**config.mk**
```make
export PLATFORM = sky130hd
export DESIGN_NAME = layer_sequencer
export DESIGN_NICKNAME = d
export VERILOG_FILES = /design/src/rtl/nn_ctrl_pkg.sv /design/src/rtl/layer_sequencer.sv
export SDC_FILE = /design/constraint.sdc
export NUM_CORES = 1
export LEC_CHECK = 0
export CAP_MARGIN = 20
export CORE_ASPECT_RATIO = 0.9
export CORE_MARGIN = 8
export CORE_UTILIZATION = 35
export DETAILED_ROUTE_END_ITERATION = 8
export GPL_TIMING_DRIVEN = 0
export PLACE_DENSITY_LB_ADDON = 0.2
export SLEW_MARGIN = 20
export SYNTH_ARGS = -nofsm -noshare
export SYNTH_HDL_FRONTEND = slang
export SYNTH_SLANG_ARGS = --single-unit
```
**constraint.sdc**
```tcl
create_clock -name clk -period 3.1 [get_ports clk]
set_input_delay 0.62 -clock clk [delete_from_list [all_inputs] [get_ports clk]]
set_output_delay 0.62 -clock clk [all_outputs]
set_load 0.01 [all_outputs]
```
**src/rtl/nn_ctrl_pkg.sv**
```systemverilog
// Shared definitions for the classifier layer sequencers: FSM state encoding and
// width helpers reused by every layer instance.
package nn_ctrl_pkg;

  typedef enum logic [2:0] {
    IDLE  = 3'd0,
    WAIT  = 3'd1,
    CLR   = 3'd2,
    ACC   = 3'd3,
    BIAS  = 3'd4,
    DRAIN = 3'd5,
    CMP   = 3'd6,
    DONE  = 3'd7
  } state_t;

  // Address width for 'value' distinct entries, never narrower than one bit.
  function automatic int clog2_min1(input int value);
    return (value <= 2) ? 1 : $clog2(value);
  endfunction

  function automatic int max3(input int a, input int b, input int c);
    int m;
    m = (a > b) ? a : b;
    return (m > c) ? m : c;
  endfunction

endpackage

```
**src/rtl/layer_sequencer.sv**
```systemverilog
// Control sequencer for one fully-connected layer: per output neuron it loads the
// serialiser, streams N_IN weights into the MAC, adds the bias, drains and strobes compare.
module layer_sequencer
  import nn_ctrl_pkg::*;
#(
  parameter int N_IN      = 10,
  parameter int N_OUT     = 10,
  parameter int MAC_LAT   = 2,
  parameter int START_DLY = 6,
  localparam int W_AW     = clog2_min1(N_IN * N_OUT),
  localparam int B_AW     = clog2_min1(N_OUT)
) (
  input  logic            clk,
  input  logic            rst_n,
  input  logic            start,
  input  logic            abort,
  output logic            pts_load,
  output logic            pts_out,
  output logic            weight_rd,
  output logic [W_AW-1:0] weight_addr,
  output logic            bias_rd,
  output logic [B_AW-1:0] bias_addr,
  output logic            mac_en,
  output logic            mac_clr,
  output logic            compare_en,
  output logic [B_AW-1:0] neuron_idx,
  output logic            busy,
  output logic            done,
  output logic [2:0]      dbg_state
);

  // One shared cycle counter serves WAIT, ACC and DRAIN.
  localparam int CNT_MAX = max3(START_DLY, N_IN, MAC_LAT);
  localparam int CNT_W   = clog2_min1(CNT_MAX);

  localparam logic [CNT_W-1:0] WAIT_LAST  = CNT_W'((START_DLY > 0) ? START_DLY - 1 : 0);
  localparam logic [CNT_W-1:0] ACC_LAST   = CNT_W'(N_IN - 1);
  localparam logic [CNT_W-1:0] DRAIN_LAST = CNT_W'((MAC_LAT > 0) ? MAC_LAT - 1 : 0);
  localparam logic [B_AW-1:0]  J_LAST     = B_AW'(N_OUT - 1);

  state_t            state;
  state_t            state_nxt;
  logic              start_q;
  logic [CNT_W-1:0]  cnt;
  logic [B_AW-1:0]   j;
  logic [W_AW-1:0]   waddr;
  logic              start_evt;
  logic              counting;

  assign start_evt = (state == IDLE) && start && !start_q;
  assign counting  = (state == WAIT) || (state == ACC) || (state == DRAIN);

  always_ff @(posedge clk or negedge rst_n) begin
    if (!rst_n) begin
      state <= IDLE;
    end else begin
      state <= state_nxt;
    end
  end

  always_comb begin
    state_nxt = state;
    case (state)
      IDLE:  if (start_evt) state_nxt = (START_DLY == 0) ? CLR : WAIT;
      WAIT:  if (cnt == WAIT_LAST) state_nxt = CLR;
      CLR:   state_nxt = ACC;
      ACC:   if (cnt == ACC_LAST) state_nxt = BIAS;
      BIAS:  state_nxt = (MAC_LAT == 0) ? CMP : DRAIN;
      DRAIN: if (cnt == DRAIN_LAST) state_nxt = CMP;
      CMP:   state_nxt = (j == J_LAST) ? DONE : CLR;
      DONE:  state_nxt = IDLE;
      default: state_nxt = IDLE;
    endcase
    if (abort) state_nxt = IDLE;
  end

  // The weight address is advanced only between reads, so it always shows the
  // address currently being read and stops at N_IN*N_OUT-1 without wrapping.
  always_ff @(posedge clk or negedge rst_n) begin
    if (!rst_n) begin
      start_q <= 1'b0;
      cnt     <= '0;
      j       <= '0;
      waddr   <= '0;
    end else begin
      start_q <= start;
      if (abort) begin
        cnt   <= '0;
        j     <= '0;
        waddr <= '0;
      end else begin
        if (counting && (state_nxt == state)) cnt <= cnt + 1'b1;
        else                                  cnt <= '0;

        if (start_evt)                                j <= '0;
        else if ((state == CMP) && (state_nxt == CLR)) j <= j + 1'b1;

        if (start_evt)                                 waddr <= '0;
        else if ((state == ACC) && (cnt != ACC_LAST))  waddr <= waddr + 1'b1;
        else if ((state == CLR) && (j != '0))          waddr <= waddr + 1'b1;
      end
    end
  end

  assign pts_load    = (state == CLR);
  assign mac_clr     = (state == CLR);
  assign pts_out     = (state == ACC);
  assign weight_rd   = (state == ACC);
  assign bias_rd     = (state == BIAS);
  assign mac_en      = (state == CLR) || (state == ACC) || (state == BIAS);
  assign compare_en  = (state == CMP);
  assign done        = (state == DONE);
  assign busy        = (state != IDLE);
  assign weight_addr = waddr;
  assign bias_addr   = j;
  assign neuron_idx  = j;
  assign dbg_state   = state;

endmodule

```
=== After elaboration in Yosys (flattened, before gate mapping) ===
Cells that the tools add are included.

* Add/subtract/negate cells: 3
* Eq/ne operators: 14
* Mux-type cells: 16
* Reductions and logical operators: 16

{| class="wikitable"
|+ Operators by type and width
! operator !! count
|-
| 7-bit two-way mux || 4
|-
| 3-bit case mux with 8 select lines || 1
|-
| 4-bit two-way mux || 5
|-
| 3-bit two-way mux || 6
|-
| 3-bit equality test, second input constant || 4
|-
| 3-bit by 2-bit equality test with 1-bit output, second input constant || 3
|-
| 4-bit by 1-bit adder with 4-bit output, second input constant || 2
|-
| 4-bit equality test, second input constant || 2
|-
| 4-bit nonzero test || 2
|-
| 7-bit by 1-bit adder with 7-bit output, second input constant || 1
|-
| 1-bit logical AND || 6
|-
| 3-bit nonzero test || 2
|-
| 4-bit by 1-bit equality test with 1-bit output, second input constant || 1
|-
| 4-bit by 3-bit equality test with 1-bit output, second input constant || 1
|-
| 1-bit logical OR || 4
|-
| 4-bit inequality test, second input constant || 1
|-
| 3-bit by 1-bit equality test with 1-bit output, second input constant || 1
|-
| 3-bit equality test || 1
|-
| 3-bit zero test || 1
|-
| 1-bit zero test || 1
|}

* Bits in registers: 19
* Input bits: 4
* Output and inout port bits: 27
* Word-level logic and storage cells: 54

=== Logic depth before layout (Yosys ltp) ===
Gate-level depths: netlist of run 1.

* Depth in word-level cells: 11
* Gate-level depth with buffers: 7
* Mapped depth without buffers: 6

=== Least setup slack after synthesis of run 1 ===
Ideal clock, no wire load.

* Path type: flip-flop to output port
* Start point: reg state[1], in the netlist dbg_state[1]
* End point: out pts_load
* Arrival: 1.180 ns
* Data required time: 2.480 ns
* Slack: 1.300 ns
* Cell stages (with the launch flop): 4
* Buffers on the path: 2
* Path through: dfrtp_1 > buf_2 > nor3b_1 > buf_4

* Longest elaborated chain between the ends: 1

{| class="wikitable"
|+ RTL lines
! item !! RTL line !! source
|-
| from (decl) || layer_sequencer.sv:41 || <nowiki>state_t state;</nowiki>
|-
| from (signal assigned) || layer_sequencer.sv:57 || <nowiki>state <= state_nxt;</nowiki>
|-
| 3-bit by 2-bit equality test with 1-bit output || n/a ||
|-
| to (decl) || layer_sequencer.sv:17 || <nowiki>output logic pts_load,</nowiki>
|}

No other way between the ends.

=== Final worst setup path of run 1 ===
* Start point: reg state[0], in the netlist dbg_state[0]
* End point: out pts_load

* Longest elaborated chain between the ends: 1

{| class="wikitable"
|+ RTL lines
! item !! RTL line !! source
|-
| 3-bit by 2-bit equality test with 1-bit output || layer_sequencer.sv:105 || <nowiki>assign pts_load = (state == CLR);</nowiki>
|}

No other way between the ends.

==> out/results.tsv, run 1 <==
stage	metric	value	unit
grt	initial antenna violation count	0	
setup_path	slowest cell on the critical path	clkdlybuf4s50_1	
cells_and_area	leading cell types in the layout, fill and taps excluded	clkdlybuf4s50_1 (30), dfrtp_1 (19), nand2_1 (9), nor2_1 (9)	
floorplanning	Die Span X	77.0	µm
clocking	Root Driver	clkbuf_8	
routing	Final ANT Viol Nets	0	
place	RePlAce Congestion	0.782	
hold_path	Hold Path Class	flop to flop	
routing	residual DRC count	0	
clocking	Num CTS Buffers	3	
setup_path	Critical Path RT	2.48	ns
cells_and_area	filler instances	329	
clocking	clock latency on the worst-skew pair	0.25	ns
setup_path	CP arrival	1.80	ns
clocking	cts hold-fix bufs	0	
sta	worst slew pin tran	0.913	ns
run	MaxCap Viol Count	0	
routing	vias	968	
routing	final WL	2600	µm
clocking	htree depth	1	
setup_path	Worst path top cell family by delay	buffers and inverters	
routing	vias per inst	4.84	
grt	GRT Overall Usage	9.88	%
yosys	sequential share of the synthesized area	40.6	%
clocking	CTS Sinks	19	
yosys	mapped cell area	1170	µm²
cells_and_area	Area growth syn-to-layout	34.3	%
floorplanning	I/O Pins	31	
floorplanning	starting density of the core	35.7	%
setup_path	crit-path max FO	10	
sta	final worst path period share	78.0	%
setup_path	r2r setup slk	1.28	ns
setup_path	Critical Path, Cell by Cell	buf_6, nor3b_1, buf_4, clkdlybuf4s50_1	
clocking	Worst-path clk slew	0.07	ns
grt	GRT overflow	0	
sta	fin. max-slew vios	0	
place	IO Port Bufs	30	
floorplanning	CORE AREA	3280	µm²
setup_path	r2r startpoint	bias_addr[0]	
hold_path	Worst Hold Endpoint	cnt[0]	
place	HPWL after detailed placement	2010	µm
grt	first-pass GRT wire length	4540	µm
cells_and_area	layout cells sized above 1	14.1	%
setup_path	CP bufs+invs	3	
hold_path	HP Start	cnt[0]	
setup_path	CP endpoint kind	output port	
sta	final setup skew	0.00631	ns
clocking	CTS tree	yes	
sta	sum of negative setup slack	0	ns
yosys	Yosys cell types	40	
floorplanning	height of the die	70.9	µm
setup_path	Critical Path Source Type	flop	
yosys	Seq cells post-synth	19	
floorplanning	row count	20	
routing	first-pass iteration count of the detailed router	4	
clocking	Post-CTS Resized	0	
grt	vias in the first global route	999	
sta	Final Hold Viols	0	
yosys	Mapped Nets	132	
routing	average routed wire per standard cell	13.0	µm
cells_and_area	final core occ	48.0	%
routing	First DRT Iteration DRCs	44	
sta	Fmax achieved	414	MHz
cells_and_area	antenna fix cells	0	
sta	RSZ-0062 raised after global routing	no	
run_status	status	completed	
floorplanning	total die area	5460	µm²
cells_and_area	most common cell after layout, fill and taps aside	clkdlybuf4s50_1	
setup_path	Reg2Reg Depth	7	
yosys	mean post-synth cell area	9.60	µm²
power_and_ir_drop	VDD IR max	0.000117	V
yosys	warnings from Yosys	0	
power_and_ir_drop	Leakage	0.730	nW
clocking	clock buffer depth	2	
hold_path	hold path depth	1	
setup_path	Worst path max stage delay	0.53	ns
setup_path	Reg-to-Reg End	weight_addr[6]	
setup_path	Setup CP Type	flop to output port	
sta	final setup fails	0	
sta	fin crit period	2.42	ns
cells_and_area	Final nets	167	
grt	largest net degree at the start of global routing	20	
power_and_ir_drop	PD cells	290	nW/µm²
yosys	cells after synthesis	122	
clocking	post-CTS setup buffers	0	
sta	slew margin rel.	38.9	%
## metrics by stage
stage          hold slack [ns]  setup slack, ns  total power, mW  area (µm²)  std cells
6_report                 0.506            0.683            0.456        1570        200
3_5_place_dp             0.499            0.916            0.290        1530        196
4_1_cts                  0.508            0.653            0.468        1570        200
2_1_floorplan            0.324             1.30            0.273        1170        122
5_1_grt                  0.538            0.541            0.479        1570        200
3_3_place_gp             0.490            0.907            0.290        1530        196
## synthesized netlist by cell type (all sizes together)
library cell	instances	area, µm²
dfrtp	19	475
buf	12	83.8
nand2	10	45.0
nor2	9	33.8
nor3	7	35.0
ha	6	75.1
inv	6	22.5
xor2	6	52.6
a21oi	5	25.0
o21ai	5	25.0
nand4	4	25.0
and3	3	18.8
nand2b	3	18.8
nand3	2	15.0
nand4b	2	23.8
nor2b	2	12.5
o31ai	2	15.0
or4	2	15.0
xnor2	2	17.5
a21o	1	7.51
a22oi	1	7.51
and2	1	6.26
and2b	1	8.76
and4bb	1	12.5
mux2i	1	10.0
nand3b	1	20.0
nor3b	1	7.51
o211a	1	10.0
o21a	1	7.51
o21bai	1	7.51
o22ai	1	6.26
or3	1	6.26
or3b	1	8.76
or4b	1	10.0
## cell families (layout without fill, tap and decap cells)
kind of cell	count (synthesis)	after routing	share of synthesized area, %
buf+inv	18	52	9.08
flops	19	19	40.6
compound gates	18	18	9.51
mux	1	1	0.855
xor+xnor	8	8	5.98
fa+ha+maj	6	6	6.41
simple gates	52	52	27.6
## metal layers
| layer | routed length, µm | GRT usage (%) |
|---|---|---|
| met5 | 0 | 0 |
| met4 | 23 | 4.39 |
| met3 | 179 | 3.29 |
| met2 | 1170 | 16.2 |
| met1 | 1230 | 11.5 |
## worst max path at each step
stage	from	endpoint	slack, ns	cells past startpoint
finish	dbg_state[0]	pts_load	0.68	4
global route	dbg_state[1]	mac_en	0.54	4
CTS	dbg_state[0]	pts_load	0.65	4
detailed placement	abort	bias_addr[0]	0.92	5
floorplan	dbg_state[1]	pts_load	1.30	3
global placement	abort	bias_addr[0]	0.91	5
## power breakdown
part,internal (mW),switching (mW)
clock network,0.0892,0.0818
registers,0.250,0.00257
logic,0.0141,0.0186
total,0.353,0.103
## state kept, by name, indices dropped and copies added (netlist names)
signal       cells
bias_addr        4
weight_addr      7
start_q          1
dbg_state        3
cnt              4
## layout make-up
cell class              instances  area (µm²)  share of cell area (%)
multi-input cells              85         589                    37.5
flip-flops and latches         19         475                    30.2
repair buffers                 30         300                    19.1
plain buffers                  12        83.8                    5.33
well taps                      44        55.1                    3.50
clock buffers                   3        41.3                    2.63
inverters                       6        22.5                    1.43
clock inverters                 1        5.00                   0.318
No activity file was read; power rests on OpenSTA's default activity.
==> run 2: changes to the inputs <==
==> constraint.sdc (replaced) <==
create_clock -name clk -period 2.1 [get_ports clk]
set_input_delay 0.42 -clock clk [delete_from_list [all_inputs] [get_ports clk]]
set_output_delay 0.42 -clock clk [all_outputs]
set_load 0.01 [all_outputs]
==> out/results.tsv, run 2 (same netlist as run 1, synthesis figures left out) <==
stage	metric	value	unit	change
run_status	status	completed		unchanged
place	RePlAce Congestion	0.782		unchanged
sta	Final Hold Viols	0		unchanged
cells_and_area	antenna fix cells	0		unchanged
routing	vias per inst	4.81		was 4.84
setup_path	crit-path max FO	10		unchanged
setup_path	Worst path max stage delay	0.57	ns	was 0.53 ns
floorplanning	row count	20		unchanged
grt	GRT overflow	0		unchanged
cells_and_area	Final nets	168		was 167
cells_and_area	Layout Cells excl Fill	201		was 200
place	IO Port Bufs	30		unchanged
cells_and_area	layout cells sized above 1	17.2	%	was 14.1%
grt	GRT Overall Usage	10.0	%	was 9.88%
sta	slew margin rel.	39.1	%	was 38.9%
floorplanning	I/O Pins	31		unchanged
routing	Final ANT Viol Nets	0		unchanged
sta	fin. max-slew vios	0		unchanged
setup_path	Critical Path RT	1.68	ns	was 2.48 ns
sta	final worst path period share	97.4	%	
sta	sum of negative setup slack	0	ns	unchanged
power_and_ir_drop	Leakage	0.784	nW	was 0.730 nW
routing	First DRT Iteration DRCs	60		was 44
routing	final WL	2630	µm	was 2600 µm
clocking	Root Driver	clkbuf_8		unchanged
setup_path	Critical Path Source Type	flop		unchanged
setup_path	CP arrival	1.63	ns	was 1.80 ns
clocking	clock buffer depth	2		unchanged
clocking	htree depth	1		unchanged
cells_and_area	leading cell types in the layout, fill and taps excluded	clkdlybuf4s50_1 (25), dfrtp_1 (18), buf_4 (10)		was clkdlybuf4s50_1 (30), dfrtp_1 (19), nand2_1 (9), nor2_1 (9)
sta	fin crit period	2.05	ns	
floorplanning	total die area	5460	µm²	unchanged
floorplanning	height of the die	70.9	µm	unchanged
clocking	Num CTS Buffers	3		unchanged
cells_and_area	most common cell after layout, fill and taps aside	clkdlybuf4s50_1		unchanged
power_and_ir_drop	final total power	0.675	mW	was 0.456 mW
setup_path	Worst path top cell family by delay	buffers and inverters		unchanged
clocking	Worst-path clk slew	0.07	ns	about the same
routing	average routed wire per standard cell	13.1	µm	was 13.0 µm
place	HPWL after detailed placement	2010	µm	unchanged
routing	first-pass iteration count of the detailed router	3		was 4
place	cell count after placement	196		unchanged
cells_and_area	max FFs per register	7		unchanged
grt	initial antenna violation count	0		unchanged
floorplanning	starting density of the core	35.7	%	unchanged
sta	final setup fails	0		unchanged
power_and_ir_drop	PD cells	422	nW/µm²	was 290 nW/µm²
run	MaxCap Viol Count	0		unchanged
clocking	CTS tree	yes		unchanged
grt	first-pass GRT wire length	4610	µm	was 4540 µm
hold_path	Hold Path Class	flop to flop		unchanged
setup_path	CP bufs+invs	2		was 3
clocking	CTS Sinks	19		unchanged
setup_path	slowest cell on the critical path	clkdlybuf4s50_1		unchanged
sta	Fmax achieved	489	MHz	
setup_path	Critical Path, Cell by Cell	buf_6, nor3b_2, clkdlybuf4s50_1		was buf_6, nor3b_1, buf_4, clkdlybuf4s50_1
clocking	clock latency on the worst-skew pair	0.25	ns	about the same
routing	residual DRC count	0		unchanged
sta	worst slew pin tran	0.910	ns	was 0.913 ns
sta	final setup skew	0.00643	ns	was 0.00631 ns
floorplanning	Die Span X	77.0	µm	unchanged
sta	WHS	0.505	ns	was 0.506 ns
cells_and_area	Area growth syn-to-layout	36.3	%	was 34.3%
power_and_ir_drop	VDD IR max	0.000172	V	was 0.000117 V
setup_path	CP endpoint kind	output port		unchanged
routing	vias	967		was 968
cells_and_area	final core occ	48.7	%	was 48.0%
grt	largest net degree at the start of global routing	20		unchanged
setup_path	Setup CP Type	flop to output port		unchanged
floorplanning	CORE AREA	3280	µm²	unchanged
grt	vias in the first global route	1016		was 999
[run 2: layer usage]
layer	wire, µm	global-route usage, %
met3	178	3.29
met5	0	0
met1	1230	11.5
met2	1190	16.7
met4	23	4.39
[run 2: power by group]
group          total, mW  internal (mW)  leakage (nW)  switching [mW]
Combinational     0.0490         0.0210         0.498          0.0279
Clock              0.253          0.132        0.0255           0.121
Sequential         0.373          0.369         0.261         0.00378
Total              0.675          0.522         0.784           0.153
[run 2: path summary, 6_finish.rpt]
| path | startpoint | end | slack (ns) | cells after the start |
|---|---|---|---|---|
| setup / recovery | dbg_state[0] | mac_clr | 0.05 | 3 |
| hold / removal | cnt[0] | cnt[0] | 0.50 | 1 |
| setup reg to reg | bias_addr[0] | weight_addr[6] | 0.29 | 7 |
| hold reg to reg | cnt[0] | cnt[0] | 0.50 | 1 |
| max in group asynchronous | rst_n | dbg_state[0] | 0.80 | 1 |
| min in group asynchronous | rst_n | bias_addr[3] | 0.67 | 1 |
[run 2: final cells by class]
cell class              instances  area [µm²]
fillers                       331        1680
multi-input cells              85         599
flip-flops and latches         19         477
repair buffers                 31         308
plain buffers                  12        88.8
well taps                      44        55.1
clock buffers                   3        41.3
inverters                       6        22.5
clock inverters                 1        5.00
[run 2: timing repair]
action | 4_1_cts | 5_1_grt
endpoints found under the setup margin | 7 | 4
pin swaps | 0 | 0
setup buffers | 1 | 0
hold buffers | 0 | 0
resized for setup | 7 | 3
endpoints found under the hold margin | 0 | 0
cloned | 0 | 0
[run 2: through the flow]
step / cell area (µm²) / worst slack, ns
global placement: 1530 / 0.107
finish: 1600 / 0.0537
detailed placement: 1530 / 0.116
CTS: 1590 / 0.0223
floorplan: 1170 / 0.387
global route: 1600 / -0.000655
